[config.mk]
export PLATFORM = sky130hd
export DESIGN_NAME = bin_to_bcd8
export DESIGN_NICKNAME = d
export VERILOG_FILES = /design/src/rtl/bin_to_bcd8.sv
export SDC_FILE = /design/constraint.sdc
export NUM_CORES = 1
export LEC_CHECK = 0
export BUFFER_PORTS_ARGS = -buffer_cell sky130_fd_sc_hd__buf_2
export CAP_MARGIN = 40
export CORE_MARGIN = 2
export CORE_UTILIZATION = 30
export CTS_BUF_LIST = sky130_fd_sc_hd__clkbuf_4
export CTS_CLUSTER_DIAMETER = 150
export DETAILED_ROUTE_END_ITERATION = 16
export PLACE_DENSITY = 0.47
export SLEW_MARGIN = 20
export SYNTH_ARGS = -nofsm -noshare
export SYNTH_HDL_FRONTEND = slang
export SYNTH_SLANG_ARGS = --single-unit
[constraint.sdc]
create_clock -name clk -period 2.3 [get_ports clk]
set_input_delay 0.345 -clock clk [delete_from_list [all_inputs] [get_ports clk]]
set_output_delay 0.345 -clock clk [all_outputs]
set_load 0.1 [all_outputs]
[src/rtl/bin_to_bcd8.sv]
// Sequential binary-to-BCD converter (shift-and-add-3, one bit per clock) for the
// 8-digit seven-segment driver, with saturation at 99_999_999 and leading-zero blanking.
module bin_to_bcd8 #(
   parameter int BIN_W    = 27,
   parameter bit BLANK_LZ = 1'b1
) (
   input  logic             clk,
   input  logic             reset,
   input  logic             start,
   input  logic [BIN_W-1:0] bin_in,
   output logic             busy,
   output logic             done,
   output logic             overflow,
   output logic [3:0]       d0,
   output logic [3:0]       d1,
   output logic [3:0]       d2,
   output logic [3:0]       d3,
   output logic [3:0]       d4,
   output logic [3:0]       d5,
   output logic [3:0]       d6,
   output logic [3:0]       d7
);

   localparam int          CNT_W     = $clog2(BIN_W + 1);
   localparam logic [31:0] DIG_RESET = BLANK_LZ ? 32'hFFFF_FFF0 : 32'h0000_0000;

   // Handshake: start is a request sampled on any edge where the FSM is IDLE; busy is
   // high from the accepting edge until done; done is a one-cycle result strobe.
   typedef enum logic [1:0] {
      IDLE   = 2'd0,
      SHIFT  = 2'd1,
      FINISH = 2'd2
   } state_t;

   state_t             state;
   state_t             state_next;
   logic [BIN_W-1:0]   shreg;
   logic [31:0]        acc;
   logic [31:0]        acc_adj;
   logic [31:0]        result;
   logic [31:0]        dig;
   logic [CNT_W-1:0]   cnt;
   logic               sat;

   always_ff @(posedge clk) begin
      if (reset) state <= IDLE;
      else       state <= state_next;
   end

   always_comb begin
      state_next = state;
      case (state)
         IDLE:    if (start) state_next = SHIFT;
         SHIFT:   if (cnt == CNT_W'(1)) state_next = FINISH;
         FINISH:  state_next = IDLE;
         default: state_next = IDLE;
      endcase
   end

   always_comb begin
      busy = (state != IDLE);
   end

   // Nibbles stay <= 9 between shifts, so the +3 never carries into the next nibble.
   always_comb begin
      acc_adj = acc;
      for (int i = 0; i < 8; i++) begin
         if (acc[4*i +: 4] >= 4'd5) acc_adj[4*i +: 4] = acc[4*i +: 4] + 4'd3;
      end
   end

   always_comb begin
      logic lead;
      lead   = 1'b1;
      result = acc;
      if (sat) begin
         result = 32'h9999_9999;
      end else if (BLANK_LZ) begin
         for (int k = 7; k >= 1; k--) begin
            if (lead && (acc[4*k +: 4] == 4'd0)) result[4*k +: 4] = 4'hF;
            else                                 lead = 1'b0;
         end
      end
   end

   always_ff @(posedge clk) begin
      if (reset) begin
         shreg    <= '0;
         acc      <= '0;
         cnt      <= '0;
         sat      <= 1'b0;
         done     <= 1'b0;
         overflow <= 1'b0;
         dig      <= DIG_RESET;
      end else begin
         done <= 1'b0;
         case (state)
            IDLE: begin
               if (start) begin
                  shreg <= bin_in;
                  acc   <= '0;
                  cnt   <= CNT_W'(BIN_W);
                  sat   <= (32'(bin_in) > 32'd99_999_999);
               end
            end
            SHIFT: begin
               {acc, shreg} <= {acc_adj, shreg} << 1;
               cnt          <= cnt - CNT_W'(1);
            end
            FINISH: begin
               done     <= 1'b1;
               overflow <= sat;
               dig      <= result;
            end
            default: ;
         endcase
      end
   end

   assign d0 = dig[3:0];
   assign d1 = dig[7:4];
   assign d2 = dig[11:8];
   assign d3 = dig[15:12];
   assign d4 = dig[19:16];
   assign d5 = dig[23:20];
   assign d6 = dig[27:24];
   assign d7 = dig[31:28];

endmodule

==> flow_metrics.py <==
metrics = {
    "status": {
        "status": "finished, final reports clean",
    },
    "global_routing": {
        "grtUsageTotal": 0.148,
        "grt_max_degree": 36,
        "grt_pass1_vias": 3932,
        "grt_pass1_wl_um": 19400,
        "overflow": 0,
        "antenna_found_initial": 1,
    },
    "run": {
        "cap_violations": 0,
    },
    "sta": {
        "setup_viol": 0,
        "min_period_ns": 1.95,
        "hold_viol": 0,
        "fin_skew_ns": 0.0208,
        "tns_ns": 0,
        "finalMaxSlewViolations": 0,
        "rsz0062_at_grt": "no",
        "hold_slack_ns": 0.134,
        "tightest_slew_ns": 0.637,
        "maxSlewHeadroom": 0.574,
        "fin_crit_sh": 0.850,
        "fmax_mhz": 512,
    },
    "pwr": {
        "p_per_area_nw_per_um2": 578,
        "finalPower_mw": 3.04,
        "p_leak_nw": 2.04,
        "peakVddDrop_uv": 236,
    },
    "die": {
        "start_util": 0.305,
        "row_count": 45,
        "ios": 65,
        "die_width_um": 128,
        "die_h_um": 128,
        "fp.dieArea_sq_um": 16300,
        "core_area_sq_um": 15000,
    },
    "setup_path": {
        "cp-end-kind": "flip-flop",
        "regToRegStartpoint": "acc[28]$_SDFFE_PP0P_",
        "critPathKind": "reg2reg",
        "cp.required_ns": 2.71,
        "critPathLaunchType": "flip-flop",
        "cp_max_fo": 11,
        "cp.arrival_ns": 2.36,
        "reg2reg_slack_ns": 0.35,
        "reg2reg_to": "dig[6]$_SDFFE_PP1P_",
        "r2r_cells": 7,
    },
    "clocking": {
        "cts_sinks": 101,
        "clock_latency_ns": 0.47,
        "cts_resized": 0,
        "numCtsBuffers": 9,
        "cts_buffer_depth": 2,
        "cts_tree": "built",
        "hold_buffers": 0,
        "htree_levels": 3,
        "cts_setup_buffers": 0,
        "path_clk_slew_ns": 0.15,
        "root_buffer": "clkbuf_4",
    },
    "drt": {
        "maxUsedRoutingLayer": "met4",
        "wire_per_inst_um": 15.2,
        "drt-total-wl_um": 11600,
        "wl_met1_um": 5660,
        "dr_wl_met3_um": 421,
        "vias": 3897,
        "viasPerCell": 5.13,
        "drc_errors": 0,
        "route.met2.wl_um": 5270,
        "antenna_left": 0,
        "drt_iter0_drc": 178,
        "drtPass1Iterations": 6,
    },
    "worst_hold_path": {
        "holdPathStages": 3,
        "min-delay-start": "bin_in[0]",
        "hp-class": "in2reg",
        "min_to": "shreg[0]$_SDFFE_PP0P_",
    },
    "placement": {
        "placed_cell_area_sq_um": 5130,
        "dpl.hpwl_um": 7970,
        "gp_congestion": 0.792,
        "port_buffers": 64,
    },
    "cells_and_area": {
        "areaGrowthSynthToFinish_pct": 14.8,
        "drive_gt1_frac": 0.191,
        "utilization": 0.350,
        "fin_nets": 620,
        "final_area_sq_um": 5260,
        "final_common_cell": "dfxtp_1",
        "final_cell_mix": "dfxtp_1 (101), a21oi_1 (71), buf_2 (64)",
    },
    "synthesis": {
        "yosysWarnings": 0,
        "synth_edf_count": 0,
        "ys_seq_area_frac": 0.441,
        "synth.avg_cell_area_sq_um": 9.03,
        "syn_area_sq_um": 4580,
        "synth_cells": 507,
        "ys.flop_type": "dfxtp_1",
        "postSynth.asyncResetShare": 0,
        "synth_seq_cells": 101,
        "synth_nets": 561,
        "ys_types": 47,
    },
}
-- area by class of cell --
| cell class | count | area (sq um) |
|---|---|---|
| multi-input combinational | 352 | 2350 |
| fill | 1538 | 9780 |
| antenna | 1 | 2.50 |
| inverter | 20 | 75.1 |
| timing repair buffer | 82 | 463 |
| clock inverter | 5 | 27.5 |
| tap | 188 | 235 |
| sequential | 101 | 2020 |
| clock buffer | 11 | 82.6 |
-- per-layer routing --
| layer | global-route usage | vias to the layer above |
|---|---|---|
| met4 | 0.0549 | 0 |
| met5 | 0 | - |
| met1 | 0.197 | 1853 |
| met3 | 0.0327 | 14 |
| li1 | - | 1979 |
| met2 | 0.234 | 51 |
-- synthesized netlist by cell type (3+ instances only) --
| cell | number | area, sq um |
|---|---|---|
| o21ai_1 | 3 | 15.0 |
| a32o_1 | 8 | 80.1 |
| xnor2_1 | 9 | 78.8 |
| nand2_1 | 40 | 150 |
| nor3b_1 | 4 | 30.0 |
| mux2i_1 | 8 | 80.1 |
| a22o_1 | 7 | 61.3 |
| o21ai_0 | 15 | 75.1 |
| buf_1 | 4 | 15.0 |
| buf_2 | 3 | 15.0 |
| o311ai_0 | 5 | 43.8 |
| o21bai_1 | 9 | 67.6 |
| o22ai_1 | 14 | 87.6 |
| ha_1 | 24 | 300 |
| inv_1 | 20 | 75.1 |
| a22oi_1 | 26 | 195 |
| dfxtp_1 | 101 | 2020 |
| nor3_1 | 13 | 65.1 |
| o211ai_1 | 6 | 45.0 |
| a21oi_1 | 71 | 355 |
| nand2b_1 | 13 | 81.3 |
| nor2_1 | 25 | 93.8 |
| clkbuf_1 | 25 | 93.8 |
| o31ai_1 | 9 | 67.6 |
| nor4_1 | 14 | 87.6 |
-- worst max-delay path by stage --
stage,from,to,cells past startpoint
after global routing,acc[29]$_SDFFE_PP0P_,dig[6]$_SDFFE_PP1P_,7
after detailed placement,acc[28]$_SDFFE_PP0P_,dig[6]$_SDFFE_PP1P_,7
after global placement,acc[28]$_SDFFE_PP0P_,dig[6]$_SDFFE_PP1P_,7
after CTS,acc[29]$_SDFFE_PP0P_,dig[6]$_SDFFE_PP1P_,7
final,acc[28]$_SDFFE_PP0P_,dig[6]$_SDFFE_PP1P_,7
after floorplan,acc[28]$_SDFFE_PP0P_,dig[5]$_SDFFE_PP1P_,7
-- kinds of logic after synthesis --
group	Yosys count	synth area share
compound gates	180	0.253
xor+xnor	11	0.0210
fa+ha+maj	24	0.0656
buf+inv	54	0.0483
flops	101	0.441
mux	8	0.0175
simple gates	129	0.154
-- critical path: stages (launching register included) --
cell and delay [ns]:
dfxtp_1 0.35, inv_1 0.11, ha_1 0.24, or3b_4 0.43
nor4_4 0.26, buf_4 0.22, a41oi_1 0.13, o21ai_1 0.15
-- power breakdown --
group / internal [mW] / total (mW) / switching, mW / leakage [nW]
Combinational: 0.122 / 0.373 / 0.252 / 1.15
Clock: 0.241 / 0.823 / 0.583 / 0.0680
Sequential: 1.80 / 1.84 / 0.0346 / 0.821
-- sequential cells by signal, summed over array words and instances (netlist names) --
name	count
done	1
sat	1
cnt	5
overflow	1
shreg	27
state	2
acc	32
dig	32
-- metrics by stage --
stage | std cells | setup slack, ns
after floorplan | 507 | 0.527
after global placement | 742 | 0.422
after detailed placement | 742 | 0.369
after CTS | 758 | 0.350
after global routing | 760 | 0.130
final | 760 | 0.345
(Power assumes the default switching activity.)
